$ cat src/rtl/fetch_pkg.sv
// Shared types and constants for the stage-1 fetch sequencer.
package fetch_pkg;

  typedef enum logic [1:0] {
    FETCH,
    WAIT,
    HOLD,
    FLUSH
  } fetch_state_e;

  typedef enum logic [1:0] {
    NONE,
    TRAP,
    MISPRED,
    FENCE
  } redir_cause_e;

  localparam logic [31:0] PC_INC = 32'd4;

endpackage

$ cat src/rtl/redir_arb.sv
// Fixed-priority selection among same-cycle redirect pulses: trap > mispred > fence.i.
module redir_arb
  import fetch_pkg::*;
(
  input  logic         trap_i,
  input  logic [31:0]  trap_pc_i,
  input  logic         mispred_i,
  input  logic [31:0]  tp_addr_i,
  input  logic         fence_i_i,
  input  logic [31:0]  fence_pc_i,
  output logic         redir_valid_o,
  output redir_cause_e redir_cause_o,
  output logic [31:0]  redir_pc_o
);

  always_comb begin
    redir_valid_o = 1'b1;
    redir_cause_o = NONE;
    redir_pc_o    = '0;
    if (trap_i) begin
      redir_cause_o = TRAP;
      redir_pc_o    = trap_pc_i;
    end else if (mispred_i) begin
      redir_cause_o = MISPRED;
      redir_pc_o    = tp_addr_i;
    end else if (fence_i_i) begin
      redir_cause_o = FENCE;
      redir_pc_o    = fence_pc_i;
    end else begin
      redir_valid_o = 1'b0;
    end
  end

endmodule

$ cat src/rtl/fetch_ctrl.sv
// Fetch sequencer: owns the PC, issues one imem request at a time and hands
// fetched words to decode. Redirects squash in-flight responses.
module fetch_ctrl
  import fetch_pkg::*;
#(
  parameter logic [31:0] RESET_PC = 32'h0000_0000
) (
  input  logic        clk,
  input  logic        rst,
  input  logic        trap_i,
  input  logic [31:0] trap_pc_i,
  input  logic        mispred_i,
  input  logic [31:0] tp_addr_i,
  input  logic        fence_i_i,
  input  logic [31:0] fence_pc_i,
  input  logic        bp_taken_i,
  input  logic [31:0] bp_target_i,
  output logic        imem_req_valid_o,
  input  logic        imem_req_ready_i,
  output logic [31:0] imem_req_addr_o,
  input  logic        imem_rsp_valid_i,
  input  logic [31:0] imem_rsp_data_i,
  output logic        icache_flush_o,
  input  logic        icache_flush_done_i,
  output logic        if_valid_o,
  input  logic        id_ready_i,
  output logic [31:0] if_addr_o,
  output logic [31:0] if_instr_o,
  output logic        if_pred_taken_o
);

  fetch_state_e state_q, state_d;
  logic [31:0]  pc_q, pc_d;
  logic [31:0]  if_addr_q, if_addr_d;
  logic [31:0]  if_instr_q, if_instr_d;
  logic         pred_q, pred_d;
  logic         squash_q, squash_d;
  logic         fence_pend_q, fence_pend_d;
  logic         live_q;

  logic         redir_valid;
  redir_cause_e redir_cause;
  logic [31:0]  redir_pc;
  logic         is_fence;

  redir_arb u_redir_arb (
    .trap_i        (trap_i),
    .trap_pc_i     (trap_pc_i),
    .mispred_i     (mispred_i),
    .tp_addr_i     (tp_addr_i),
    .fence_i_i     (fence_i_i),
    .fence_pc_i    (fence_pc_i),
    .redir_valid_o (redir_valid),
    .redir_cause_o (redir_cause),
    .redir_pc_o    (redir_pc)
  );

  assign is_fence = redir_valid && (redir_cause == FENCE);

  always_comb begin
    state_d      = state_q;
    pc_d         = pc_q;
    if_addr_d    = if_addr_q;
    if_instr_d   = if_instr_q;
    pred_d       = pred_q;
    squash_d     = squash_q;
    fence_pend_d = fence_pend_q;

    if (redir_valid) pc_d = redir_pc;
    if (is_fence) fence_pend_d = 1'b1;

    unique case (state_q)
      FETCH: begin
        if (live_q && imem_req_ready_i) begin
          state_d = WAIT;
          // Accepted with the old address: its response must be dropped.
          if (redir_valid) squash_d = 1'b1;
        end else if (fence_pend_d) begin
          state_d = FLUSH;
        end
      end
      WAIT: begin
        if (imem_rsp_valid_i) begin
          if (squash_q || redir_valid) begin
            squash_d = 1'b0;
            state_d  = fence_pend_d ? FLUSH : FETCH;
          end else begin
            if_instr_d = imem_rsp_data_i;
            if_addr_d  = pc_q;
            state_d    = HOLD;
          end
        end else if (redir_valid) begin
          squash_d = 1'b1;
        end
      end
      HOLD: begin
        if (redir_valid) begin
          state_d = fence_pend_d ? FLUSH : FETCH;
        end else if (id_ready_i) begin
          pc_d    = bp_taken_i ? bp_target_i : if_addr_q + PC_INC;
          pred_d  = bp_taken_i;
          state_d = FETCH;
        end
      end
      FLUSH: begin
        // A fresh fence.i arriving with done keeps the flush going.
        if (icache_flush_done_i && !is_fence) begin
          fence_pend_d = 1'b0;
          state_d      = FETCH;
        end
      end
      default: state_d = FETCH;
    endcase
  end

  always_ff @(posedge clk or negedge rst) begin
    if (!rst) begin
      state_q      <= FETCH;
      pc_q         <= RESET_PC;
      if_addr_q    <= '0;
      if_instr_q   <= '0;
      pred_q       <= 1'b0;
      squash_q     <= 1'b0;
      fence_pend_q <= 1'b0;
      live_q       <= 1'b0;
    end else begin
      state_q      <= state_d;
      pc_q         <= pc_d;
      if_addr_q    <= if_addr_d;
      if_instr_q   <= if_instr_d;
      pred_q       <= pred_d;
      squash_q     <= squash_d;
      fence_pend_q <= fence_pend_d;
      live_q       <= 1'b1;
    end
  end

  // live_q keeps the request low through reset and lets it rise one cycle later.
  assign imem_req_valid_o = live_q && (state_q == FETCH);
  assign imem_req_addr_o  = pc_q;
  assign icache_flush_o   = (state_q == FLUSH);
  assign if_valid_o       = (state_q == HOLD);
  assign if_addr_o        = if_addr_q;
  assign if_instr_o       = if_instr_q;
  assign if_pred_taken_o  = pred_q;

endmodule

$ cat config.mk
export PLATFORM = sky130hd
export DESIGN_NAME = fetch_ctrl
export DESIGN_NICKNAME = d
export VERILOG_FILES = /design/src/rtl/fetch_pkg.sv /design/src/rtl/redir_arb.sv /design/src/rtl/fetch_ctrl.sv
export SDC_FILE = /design/constraint.sdc
export NUM_CORES = 1
export LEC_CHECK = 0
export BUFFER_PORTS_ARGS = -buffer_cell sky130_fd_sc_hd__buf_2
export CAP_MARGIN = 10
export CORE_ASPECT_RATIO = 1.2
export CORE_MARGIN = 5
export CORE_UTILIZATION = 35
export CTS_CLUSTER_SIZE = 10
export DETAILED_ROUTE_END_ITERATION = 12
export PLACE_DENSITY_LB_ADDON = 0.12
export SYNTH_ARGS = -nofsm -noshare
export SYNTH_HDL_FRONTEND = slang
export SYNTH_HIERARCHICAL = 1
export SYNTH_SLANG_ARGS = --single-unit
$ cat constraint.sdc
create_clock -name clk -period 4.8 [get_ports clk]
set_clock_uncertainty 0.05 [all_clocks]
set_input_delay 1.2 -clock clk [delete_from_list [all_inputs] [get_ports clk]]
set_output_delay 1.2 -clock clk [all_outputs]
set_load 0.02 [all_outputs]
[Word-level counts from Yosys, hierarchy flattened]
Cells that the tools add are included.
Word-level totals
  register bits after elaboration: 102
  bits of input ports: 170
  output and inout port bits: 100
  logic and storage cells: 64
Operators by class
  add/subtract/negate cells: 1
  equality and inequality tests: 10
  multiplexer cells: 31
  bitwise operators: 2
  reductions and logical operators: 12
Operators with widths (number)
  $mux W32: 8
  $add A32 B3 Y32 const B: 1
  $mux W2: 11
  $mux W1: 10
  $reduce_and A3 Y1: 3
  $pmux W2 S4: 1
  $eq A2 B2 Y1 const B: 3
  $ne A3 B3 Y1 const B: 2
  $logic_and A1 B1 Y1: 4
  $ne A2 B2 Y1 const B: 2
  $reduce_and A4 Y1: 1
  $ne A3 B1 Y1 const B: 1
  $eq A2 B1 Y1 const B: 1
  $logic_not A2 Y1: 1
  $ne A2 B1 Y1 const B: 1
  $not A1 Y1: 2
  $pmux W1 S2: 1
  $reduce_bool A2 Y1: 1
  $logic_not A1 Y1: 1
  $logic_or A1 B1 Y1: 1

[Depth between registers and ports, before layout]
Gate-level depths: netlist of run 1.
  depth in word-level cells: 10
  depth in mapped cells: 9
  depth with buffers taken out: 7

[Modules after synthesis]
Netlist of run 1, hierarchy kept.
By module, submodules not included
  fetch_ctrl: instances 1, cells an instance 436, area an instance 4996.0 µm², seq. area each 2552.4 µm²
  redir_arb: instances 1, cells an instance 151, area an instance 1181.1 µm², seq. area each 0.0 µm²

[Least setup slack after synthesis of run 1]
Ideal clock, no wire load.
  path type: input port to flip-flop
  from: input trap_i
  to: register pc_q[21] (netlist: imem_req_addr_o[21])
  setup time: 148 ps
  arrival time: 2797 ps
  required time: 4602 ps
  setup slack: 1806 ps
  cell stages on the path: 7
  buffers on the path: 3
  path through: buf_6 -> or3_1 -> clkbuf_1 -> nand3b_1 -> nor2_1 -> clkbuf_1 -> a221oi_1
Between the ends
  cells in the longest elaborated chain, start to end: 5
  elaborated cells between the ends (all ways): 6
  those cells by class: 6 x mux
Ends and longest elaborated chain
  start: declaration: RTL line fetch_ctrl.sv:10  | input logic trap_i,
  $mux W1 (*): RTL line redir_arb.sv:20  | if (trap_i) begin
  net redir_valid: RTL line fetch_ctrl.sv:41  | logic redir_valid;
  $mux W32: RTL line fetch_ctrl.sv:69  | if (redir_valid) pc_d = redir_pc;
  $mux W32: RTL line fetch_ctrl.sv:99  | end else if (id_ready_i) begin
  $mux W32: RTL line fetch_ctrl.sv:97  | if (redir_valid) begin
  $mux W32 (*): RTL line fetch_ctrl.sv:72  | unique case (state_q)
  net pc_d[21]: RTL line fetch_ctrl.sv:33  | logic [31:0] pc_q, pc_d;
  end signal: assignment: RTL line fetch_ctrl.sv:128  | pc_q <= pc_d;
  end: declaration: RTL line fetch_ctrl.sv:33
Mark *: on every way through the listed nets, which the timed path passes. The rest lies on a longest branch.
A chain may end at the register's enable or synchronous reset.

[Worst setup path after layout of run 1]
  from: input trap_i
  to: register if_addr_q[0] (netlist: if_addr_o[0])
Between the ends
  cells in the longest elaborated chain, start to end: 4
Ends and longest elaborated chain
  $mux W1: RTL line redir_arb.sv:20
  net redir_valid: RTL line fetch_ctrl.sv:41
  $logic_or A1 B1 Y1: RTL line fetch_ctrl.sv:84  | if (squash_q || redir_valid) begin
  $not A1 Y1 (no line)
  $reduce_and A3 Y1 (no line)
  end signal: assignment: RTL line fetch_ctrl.sv:129  | if_addr_q <= if_addr_d;
  end: declaration: RTL line fetch_ctrl.sv:34  | logic [31:0] if_addr_q, if_addr_d;
The timed path passes the listed nets, and every way through them passes these cells.

==> results of run 1 <==
-- final timing paths --
kind,start,end,slack (ns),depth (start not counted)
setup / recovery,trap_i,if_addr_o[0],1.41,6
hold / removal,if_pred_taken_o,if_pred_taken_o,0.45,2
setup reg to reg,if_addr_o[2],imem_req_addr_o[24],2.29,6
hold reg to reg,if_pred_taken_o,if_pred_taken_o,0.45,2
max in group asynchronous,rst,imem_req_addr_o[5],3.22,2
min in group asynchronous,rst,if_addr_o[23],0.59,1
-- per-layer routing --
| layer | vias to the layer above | track usage | wire length, µm |
|---|---|---|---|
| met5 | - | 0 | 25 |
| met4 | 4 | 0.0426 | 265 |
| met3 | 24 | 0.0603 | 1710 |
| met2 | 207 | 0.359 | 10900 |
| met1 | 2648 | 0.234 | 8190 |
| li1 | 2639 | - | - |
-- synth_stat cells (2+ instances only) --
| master | number | area share |
|---|---|---|
| a221oi_1 | 11 | 0.016 |
| and3_1 | 4 | 0.0041 |
| a211oi_1 | 12 | 0.015 |
| dfrtp_1 | 102 | 0.41 |
| nor4_1 | 7 | 0.0071 |
| nor2_1 | 20 | 0.012 |
| buf_1 | 2 | 0.0012 |
| or4_4 | 2 | 0.0036 |
| a21o_1 | 4 | 0.0049 |
| xor2_1 | 11 | 0.016 |
| inv_1 | 4 | 0.0024 |
| o31ai_1 | 4 | 0.0049 |
| nand2_1 | 18 | 0.011 |
| xnor2_1 | 14 | 0.020 |
| nor3_1 | 19 | 0.015 |
| nor2b_1 | 39 | 0.039 |
| mux2i_1 | 30 | 0.049 |
| o21ai_0 | 10 | 0.0081 |
| nand3b_1 | 33 | 0.040 |
| o22ai_1 | 6 | 0.0061 |
| nor3b_1 | 2 | 0.0024 |
| buf_12 | 3 | 0.0097 |
| mux2_2 | 64 | 0.12 |
| or4_1 | 2 | 0.0024 |
| buf_2 | 7 | 0.0057 |
| a21oi_2 | 58 | 0.082 |
| clkbuf_1 | 26 | 0.016 |
| a21boi_0 | 2 | 0.0024 |
| nand4_1 | 8 | 0.0081 |
| nand3_1 | 18 | 0.015 |
| buf_6 | 2 | 0.0036 |
| buf_8 | 3 | 0.0073 |
| a21oi_1 | 25 | 0.020 |
-- registers in the layout (all words and copies together) (netlist names) --
name             flops
fence_pend_q         1
if_addr_o           32
if_instr_o          32
if_pred_taken_o      1
imem_req_addr_o     32
live_q               1
squash_q             1
state_q              2
-- final cells by class --
class,count,area (µm²),share of cell area
Clock inverter,7,80.1,0.0101
Multi-Input combinational cell,436,3340,0.421
Clock buffer,9,225,0.0284
Inverter,5,18.8,0.00237
Tap cell,220,275,0.0347
Sequential cell,102,2550,0.322
Timing Repair Buffer,281,1440,0.181
-- worst reg2reg max path, cell delays in order, from the launching register on --
cell	delay (ns)
dfrtp_1	0.47
ha_1	0.29
nand2_1	0.12
or4_4	0.58
or4_4	0.54
xor2_1	0.16
a221oi_2	0.22
-- cell families after synthesis --
group | count (synthesis)
and+or+nand+nor | 178
AOI/OAI and AO/OA | 137
DFF | 102
muxes | 94
buffers and inverters | 49
xor gates and xnor gates | 25
adders and majority gates | 1
other | 1
-- stage by stage --
| stage | hold WS [ns] | util | total power [mW] | instances |
|---|---|---|---|---|
| CTS | 0.460 | 0.455 | 3.48 | 1060 |
| detailed placement | 0.437 | 0.437 | 2.69 | 1044 |
| global route | 0.473 | 0.455 | 3.64 | 1060 |
| floorplan | 0.458 | - | 2.17 | 587 |
| finish | 0.446 | 0.455 | 3.43 | 1060 |
| global placement | 0.433 | 0.437 | 2.66 | 1044 |
-- power groups by stage --
stage / combinational [mW] / sequential, mW / clock (mW)
finish: 1.27 / 1.39 / 0.770
global route: 1.38 / 1.44 / 0.827
CTS: 1.30 / 1.39 / 0.792
detailed placement: 1.29 / 1.40 / 0
global placement: 1.27 / 1.39 / 0
floorplan: 0.520 / 1.65 / 0
==> results.cfg, run 1 <==
[outcome]
outcome = completed

[setup_path]
path_buf_inv = 2
startpoint_type = input port
worstSetupPathType = in2reg
cp_slowest_cell = or3_2
crit_path_cell_trace = buf_2, or3_2, nor2_1, nand3_4, buf_4, mux2_2
cp_max_fo = 41
critPathMaxStageDelay_ns = 0.75
arrival_ns = 3.57
cp.required_ns = 4.99
endpoint_kind = flop
cp_top_family = simple AND/OR/NAND/NOR gates

[sta]
maxSlewViolCount = 0
fin_setup_tns_ns = 0
setup_viol = 0
fin_crit_ns = 3.39
max_slew.worst_pin.slew_ns = 0.921
post-route-period-util = 0.705
rsz0062_at_grt = false
slew_headroom = 0.386
hold_viol = 0
clock.fmax_ghz = 0.295
setup_slack_ns = 1.41

[layout]
drive_above_1_share = 0.510
fin_nets = 1006
fillCellCount = 1673
area_growth_pct = 28.5
fin_area_um2 = 7940
final_common_cell = buf_2
antenna_cells = 0
final_cell_mix = 268 x buf_2, 102 x dfrtp_1, 64 x mux2_2, 58 x a21oi_2, 39 x nor2b_1

[global_route]
grt_overflow = 0
grt_use_total = 0.199
antenna_found_initial = 2
grt_max_degree = 67
grt_first_pass_wirelength_um = 32700
grt_pass1_vias = 5854

[synthesis]
ys.flop_type = dfrtp_1
synth-adder-area-share = 0.00203
synth-compound-area-share = 0.167
yosysUniqueCellTypes = 48
netlist_instances = 587
synth_area_um2 = 6180
ys_seq_elements = 102
ys_async_sr_fraction = 1.00
synthMuxAreaShare = 0.165
synth_seq_area_share = 0.413
syn-mean-instance-area_um2 = 10.5
synth-simple-area-share = 0.169
synth_top_family_by_area = simple AND/OR/NAND/NOR gates
synth_enable_flop_cells = 0
synthesis.nets = 758
synth_xor_area_frac = 0.0354
yosysWarnings = 6

[power]
p_comb_frac = 0.371
p_int_mw = 2.08
p_seq_frac = 0.405
leakagePower_nw = 3.88
swShare = 0.394
p_sw_mw = 1.35
clkPwrFrac = 0.224
powerDensity_nw_per_um2 = 433
peakVddDrop_mv = 0.295

[flow_run]
cap_violations = 0

[cts]
cts_root_buf = clkbuf_16
cts-buffers-inserted = 9
cts_tree = yes
clkSinkCount = 102
cts_resized = 0
cts_buffer_depth = 2
clk_latency_ns = 0.35
ctsHoldBuffers = 0
cts_setup_buffers = 0
htreeDepth = 3
cts.clk_slew.worst_paths_ns = 0.08

[floorplan]
die_area_um2 = 20400
dieWidth_um = 131
die_h_um = 156
start_util = 0.354
io-pin-count = 270
core_um2 = 17400
placement_rows = 53

[placement]
postPlaceCellArea_um2 = 7630
gp_congestion = 0.881
dp.final_hpwl_um = 16000
numPortBuffers = 269
dp_slack_ns = 1.02

[drt]
detail-route-antenna-nets = 0
vias = 5522
wl_per_cell_um = 19.9
drtIter0Drc = 295
drc_errors = 0
dr.pass1.iters = 4
via_per_inst = 5.21
wirelength_um = 21100

[min_path]
min_path_type = reg2reg
Power figures use the tool's default switching activity.
==> run 2, diff against run 1 <==
--- a/config.mk
+++ b/config.mk
@@ -5,6 +5,7 @@
 export SDC_FILE = /design/constraint.sdc
 export NUM_CORES = 1
 export LEC_CHECK = 0
+export ABC_AREA = 1
 export BUFFER_PORTS_ARGS = -buffer_cell sky130_fd_sc_hd__buf_2
 export CAP_MARGIN = 10
 export CORE_ASPECT_RATIO = 1.2
==> constraint.sdc (replaced) <==
create_clock -name clk -period 3.1 [get_ports clk]
set_clock_uncertainty 0.05 [all_clocks]
set_input_delay 0.775 -clock clk [delete_from_list [all_inputs] [get_ports clk]]
set_output_delay 0.775 -clock clk [all_outputs]
set_load 0.02 [all_outputs]
==> run 2 against run 1 <==
Final cell count grew 30%. Clock-buffer cell count grew 3. Via count grew 17%. Flip-flop and latch count is the same. Critical path depth grew 3. First-iteration DRC count grew 0.34%. Critical endpoint is now imem_req_addr_o[4]. Sequential power grew 68%. Core utilization shrank 0.34 points. Largest cell class unchanged.
==> results.cfg, run 2 <==
[outcome]
outcome = completed

[setup_path]
startpoint_type = input port
cp_common_cell = a21oi_1
critPathMaxStageDelay_ns = 0.36
regToRegStartpoint = state_q[0]
cp_top_family = buffers and inverters
endpoint_kind = flop
path_buf_inv = 3
crit_path_cell_trace = buf_2, inv_2, nand3_2, nor2_2, nand2_2, inv_4, o21ai_0, a21oi_1, a21oi_1
arrival_ns = 2.38
startpoint = trap_i
worstSetupPathType = in2reg
cp_slowest_cell = inv_4
cp_max_fo = 37
cp.required_ns = 3.27

[layout]
antenna_cells = 0
final_cell_mix = 268 x buf_2, 260 x nand2_1, 196 x nor2_1, 102 x dfrtp_1, 59 x inv_1
fin_nets = 1315
fillCellCount = 1943
seqCellArea_um2 = 2550
final_common_cell = buf_2
drive_above_1_share = 0.307
finish.utilization = 0.452
multi_input_area_um2 = 3400
area_growth_pct = 26.7

[synthesis]
yosysWarnings = 6
synth_common_cells = 260 x nand2_1, 196 x nor2_1, 102 x dfrtp_1
synth_seq_area_share = 0.393
yosysTopAreaCellShare = 0.393
synthTopCellsByArea = dfrtp_1 39%, nand2_1 15%, nor2_1 11%, mux2_4 6.0%, o21ai_0 4.1%
netlist_instances = 903
synth_most_common_cell = nand2_1
syn-mean-instance-area_um2 = 7.20
ys.flop_type = dfrtp_1
synth_enable_flop_cells = 0
synthesis.nets = 1074
ys_async_sr_fraction = 1.00
synth_area_um2 = 6500
yosys.area.top_type = dfrtp_1
ys_seq_elements = 102
yosysUniqueCellTypes = 36

[floorplan]
start_util = 0.356
dieWidth_um = 134
die_area_um2 = 21400
placement_rows = 54
die_h_um = 159
core_um2 = 18200
io-pin-count = 270

[cts]
cts-buffers-inserted = 9
cts_setup_buffers = 0
ctsHoldBuffers = 0
cts.clk_slew.worst_paths_ns = 0.07
htreeDepth = 3
cts_buffer_depth = 2
cts_resized = 0
clkSinkCount = 102
cts_root_buf = clkbuf_16
cts_tree = yes
clk_latency_ns = 0.36

[sta]
max_slew.worst_pin.slew_ns = 0.607
post-route-period-util = 0.712
hold_viol = 0
clock.fmax_ghz = 0.453
fin_crit_ns = 2.21
hold_ws_ns = 0.439
maxSlewViolCount = 0
setup_viol = 0
fin_setup_tns_ns = 0
rsz0062_at_grt = false
slew_headroom = 0.593

[global_route]
grt_overflow = 0
grt_pass1_vias = 6371
antenna_found_initial = 0
grt_first_pass_wirelength_um = 33700
grt_use_total = 0.198
grt_max_degree = 103

[placement]
dp.final_hpwl_um = 16600
numPortBuffers = 269
gp_congestion = 0.869

[min_path]
min_path_type = in2async

[power]
p_total_mw = 5.98
leakagePower_nw = 4.40
powerDensity_nw_per_um2 = 726
peakVddDrop_mv = 0.253

[drt]
vias = 6455
wl_per_cell_um = 15.7
detail-route-antenna-nets = 0
dr.pass1.iters = 4
via_per_inst = 4.70
drc_errors = 0
wirelength_um = 21500
drtIter0Drc = 296

[flow_run]
cap_violations = 0
## run 2: final cells by class
| cell class | count | share of cell area |
|---|---|---|
| well taps | 224 | 0.0340 |
| flip-flops and latches | 102 | 0.310 |
| inverters | 65 | 0.0299 |
| clock buffers | 12 | 0.0299 |
| clock inverters | 4 | 0.00668 |
| multi-input cells | 688 | 0.413 |
| repair buffers | 278 | 0.176 |
## run 2: kinds of logic (layout without fill, tap and decap cells)
| kind of cell | count (synthesis) | after routing | share of synthesized area |
|---|---|---|---|
| AOI/OAI and AO/OA | 141 | 141 | 0.122 |
| xor gates and xnor gates | 15 | 15 | 0.0202 |
| adders and majority gates | 1 | 1 | 0.00192 |
| buffers and inverters | 113 | 359 | 0.0847 |
| DFF | 102 | 102 | 0.393 |
| muxes | 32 | 32 | 0.0704 |
| other | 1 | 1 | 0.000577 |
| and+or+nand+nor | 498 | 498 | 0.308 |
## run 2: where the power goes
part	total (mW)	internal [mW]	switching [mW]	leakage (nW)
combinational	2.48	0.985	1.49	2.95
sequential	2.33	1.82	0.510	1.31
clock	1.17	0.654	0.512	0.143
total	5.98	3.46	2.52	4.40
## run 2: per-stage QoR
step	setup WS [ns]	instance area, µm²	cells
6_report	0.894	8240	1373
5_1_grt	0.738	8240	1373
4_1_cts	0.898	8240	1373
3_5_place_dp	0.550	7940	1357
3_3_place_gp	0.598	7940	1357
2_1_floorplan	0.798	6500	903
## run 2: path summary, 6_finish.rpt
check,end,slack [ns],cells after the start
max,imem_req_addr_o[4],0.89,9
min,if_instr_o[4],0.44,2
max reg2reg,imem_req_addr_o[4],1.20,8
min reg2reg,if_instr_o[2],0.44,1
max in group asynchronous,if_addr_o[20],2.14,2
min in group clk,if_instr_o[2],0.44,1
## run 2: metal layers
layer,part of all wire,wire [µm],GRT usage,vias up
met5,0,0,0,-
met4,0.030,644,0.0833,0
met3,0.069,1490,0.0367,32
met2,0.45,9670,0.312,251
met1,0.45,9720,0.265,2843
li1,-,-,-,3329
==> run 3, diff against run 2 <==
--- a/config.mk
+++ b/config.mk
@@ -5,7 +5,7 @@
 export SDC_FILE = /design/constraint.sdc
 export NUM_CORES = 1
 export LEC_CHECK = 0
-export ABC_AREA = 1
+export ABC_AREA = 0
 export BUFFER_PORTS_ARGS = -buffer_cell sky130_fd_sc_hd__buf_2
 export CAP_MARGIN = 10
 export CORE_ASPECT_RATIO = 1.2
==> constraint.sdc (replaced) <==
create_clock -name clk -period 2.1 [get_ports clk]
set_clock_uncertainty 0.05 [all_clocks]
set_input_delay 0.525 -clock clk [delete_from_list [all_inputs] [get_ports clk]]
set_output_delay 0.525 -clock clk [all_outputs]
set_load 0.02 [all_outputs]
==> run 3 against run 2 <==
The flow now finishes with violations (negative setup slack). Core utilization rose by 3.3 points. First-iteration DRC count is 15% lower. Cell area is 2.7% higher. Critical path depth shrank 3. Via count shrank 12%. Register-to-register slack got worse by 1.2 ns. Worst hold slack got worse by 0.34 ns. Clock-buffer cell count fell by 2. Die area is 4.6% lower. Clock power increased by 51%. Critical path type is now reg2reg. Critical endpoint is now imem_req_addr_o[24]. Largest cell class unchanged. Largest power group unchanged.
==> results.cfg, run 3 (synthesized netlist as in run 1, its figures left out) <==
[floorplan]
dieWidth_um = 131
core_um2 = 17400
io-pin-count = 270
die_area_um2 = 20400
die_h_um = 156
start_util = 0.354
placement_rows = 53

[sta]
hold_viol = 0
fin_crit_ns = 2.12
post-route-period-util = 1.01
rsz0062_at_grt = true
max_slew.worst_pin.slew_ns = 0.734
setup_viol = 1
maxSlewViolCount = 0
hold_ws_ns = 0.101
fin_setup_tns_ns = -0.0227
setup_slack_ns = -0.0227
slew_headroom = 0.511
clock.fmax_ghz = 0.471

[outcome]
violations = negative setup slack
outcome = complete, but fails checks

[cts]
cts_buffer_depth = 2
ctsHoldBuffers = 0
htreeDepth = 3
cts.clk_slew.worst_paths_ns = 0.08
clk_latency_ns = 0.35
cts-buffers-inserted = 9
cts_root_buf = clkbuf_16
clkSinkCount = 102
cts_tree = yes

[placement]
numPortBuffers = 269
gp_congestion = 0.917
dp_slack_ns = -0.198
dp.final_hpwl_um = 16500
dp.cells = 1093
postPlaceCellArea_um2 = 8100

[layout]
finish.utilization = 0.485
final_common_cell = buf_2
area_growth_pct = 36.9
fin_area_um2 = 8460
drive_above_1_share = 0.554
fin_nets = 1058
stdcell_count = 1113
final_cell_mix = 268 x buf_2, 92 x dfrtp_1, 64 x mux2_2, 59 x buf_4, 58 x a21oi_2

[setup_path]
cp_max_fo = 3
endpoint_kind = flop
startpoint = if_addr_o[3]
worstSetupPathType = reg2reg
regToRegStartpoint = if_addr_o[3]
cp.required_ns = 2.31
r2r_slack_ns = -0.02
arrival_ns = 2.33
startpoint_type = flop

[global_route]
grt_first_pass_wirelength_um = 32200
grt_pass1_vias = 6031
grt_use_total = 0.196
grt_max_degree = 67
grt_overflow = 0
antenna_found_initial = 1

[min_path]
min_path_type = in2async

[drt]
detail-route-antenna-nets = 0
dr.pass1.iters = 4
wirelength_um = 21100
drc_errors = 0
wl_per_cell_um = 19.0
drtIter0Drc = 251
vias = 5690
via_per_inst = 5.11

[power]
powerDensity_nw_per_um2 = 965
peakVddDrop_mv = 0.584
leakagePower_nw = 4.15
p_total_mw = 8.16

[flow_run]
cap_violations = 0
-- run 3: area by class of cell --
| class | instances | area, µm² |
|---|---|---|
| inverter | 5 | 18.8 |
| clock inverter | 6 | 76.3 |
| clock buffer | 10 | 239 |
| timing repair buffer | 333 | 1900 |
| tap | 220 | 275 |
| multi-input combinational | 436 | 3380 |
| antenna | 1 | 2.50 |
| sequential | 102 | 2560 |
| fill | 1668 | 8980 |
-- run 3: path summary, 6_finish.rpt --
path | to | cells after the start
max in group asynchronous | if_instr_o[18] | 2
min in group clk | if_instr_o[16] | 2
min | if_instr_o[31] | 1
min reg2reg | if_pred_taken_o | 2
max | imem_req_addr_o[24] | 6
max reg2reg | imem_req_addr_o[24] | 6
-- run 3: repair_timing --
action	4_1_cts	5_1_grt
setup endpoints to repair	1	3
buffers inserted	2	1
resized for setup	2	1
hold endpoints to repair	0	0
-- run 3: critical path, stage by stage, from the launching register on --
cell and delay, ns:
dfrtp_2 0.41, ha_4 0.15, nand2_2 0.06, or4_4 0.45, or4_4 0.53, xor2_1 0.16, a221oi_2 0.23
-- run 3: metal layers --
| metal | vias up | part of all wire | GRT usage |
|---|---|---|---|
| li1 | 2752 | - | - |
| met1 | 2746 | 0.39 | 0.232 |
| met2 | 172 | 0.53 | 0.357 |
| met3 | 20 | 0.056 | 0.0481 |
| met4 | 0 | 0.018 | 0.0490 |
| met5 | - | 0 | 0 |
-- run 3: power by group --
group | total [mW] | switching [mW] | internal (mW)
clock network | 1.77 | 0.786 | 0.979
registers | 3.02 | 0.431 | 2.59
logic | 3.38 | 1.91 | 1.47
total | 8.16 | 3.13 | 5.03
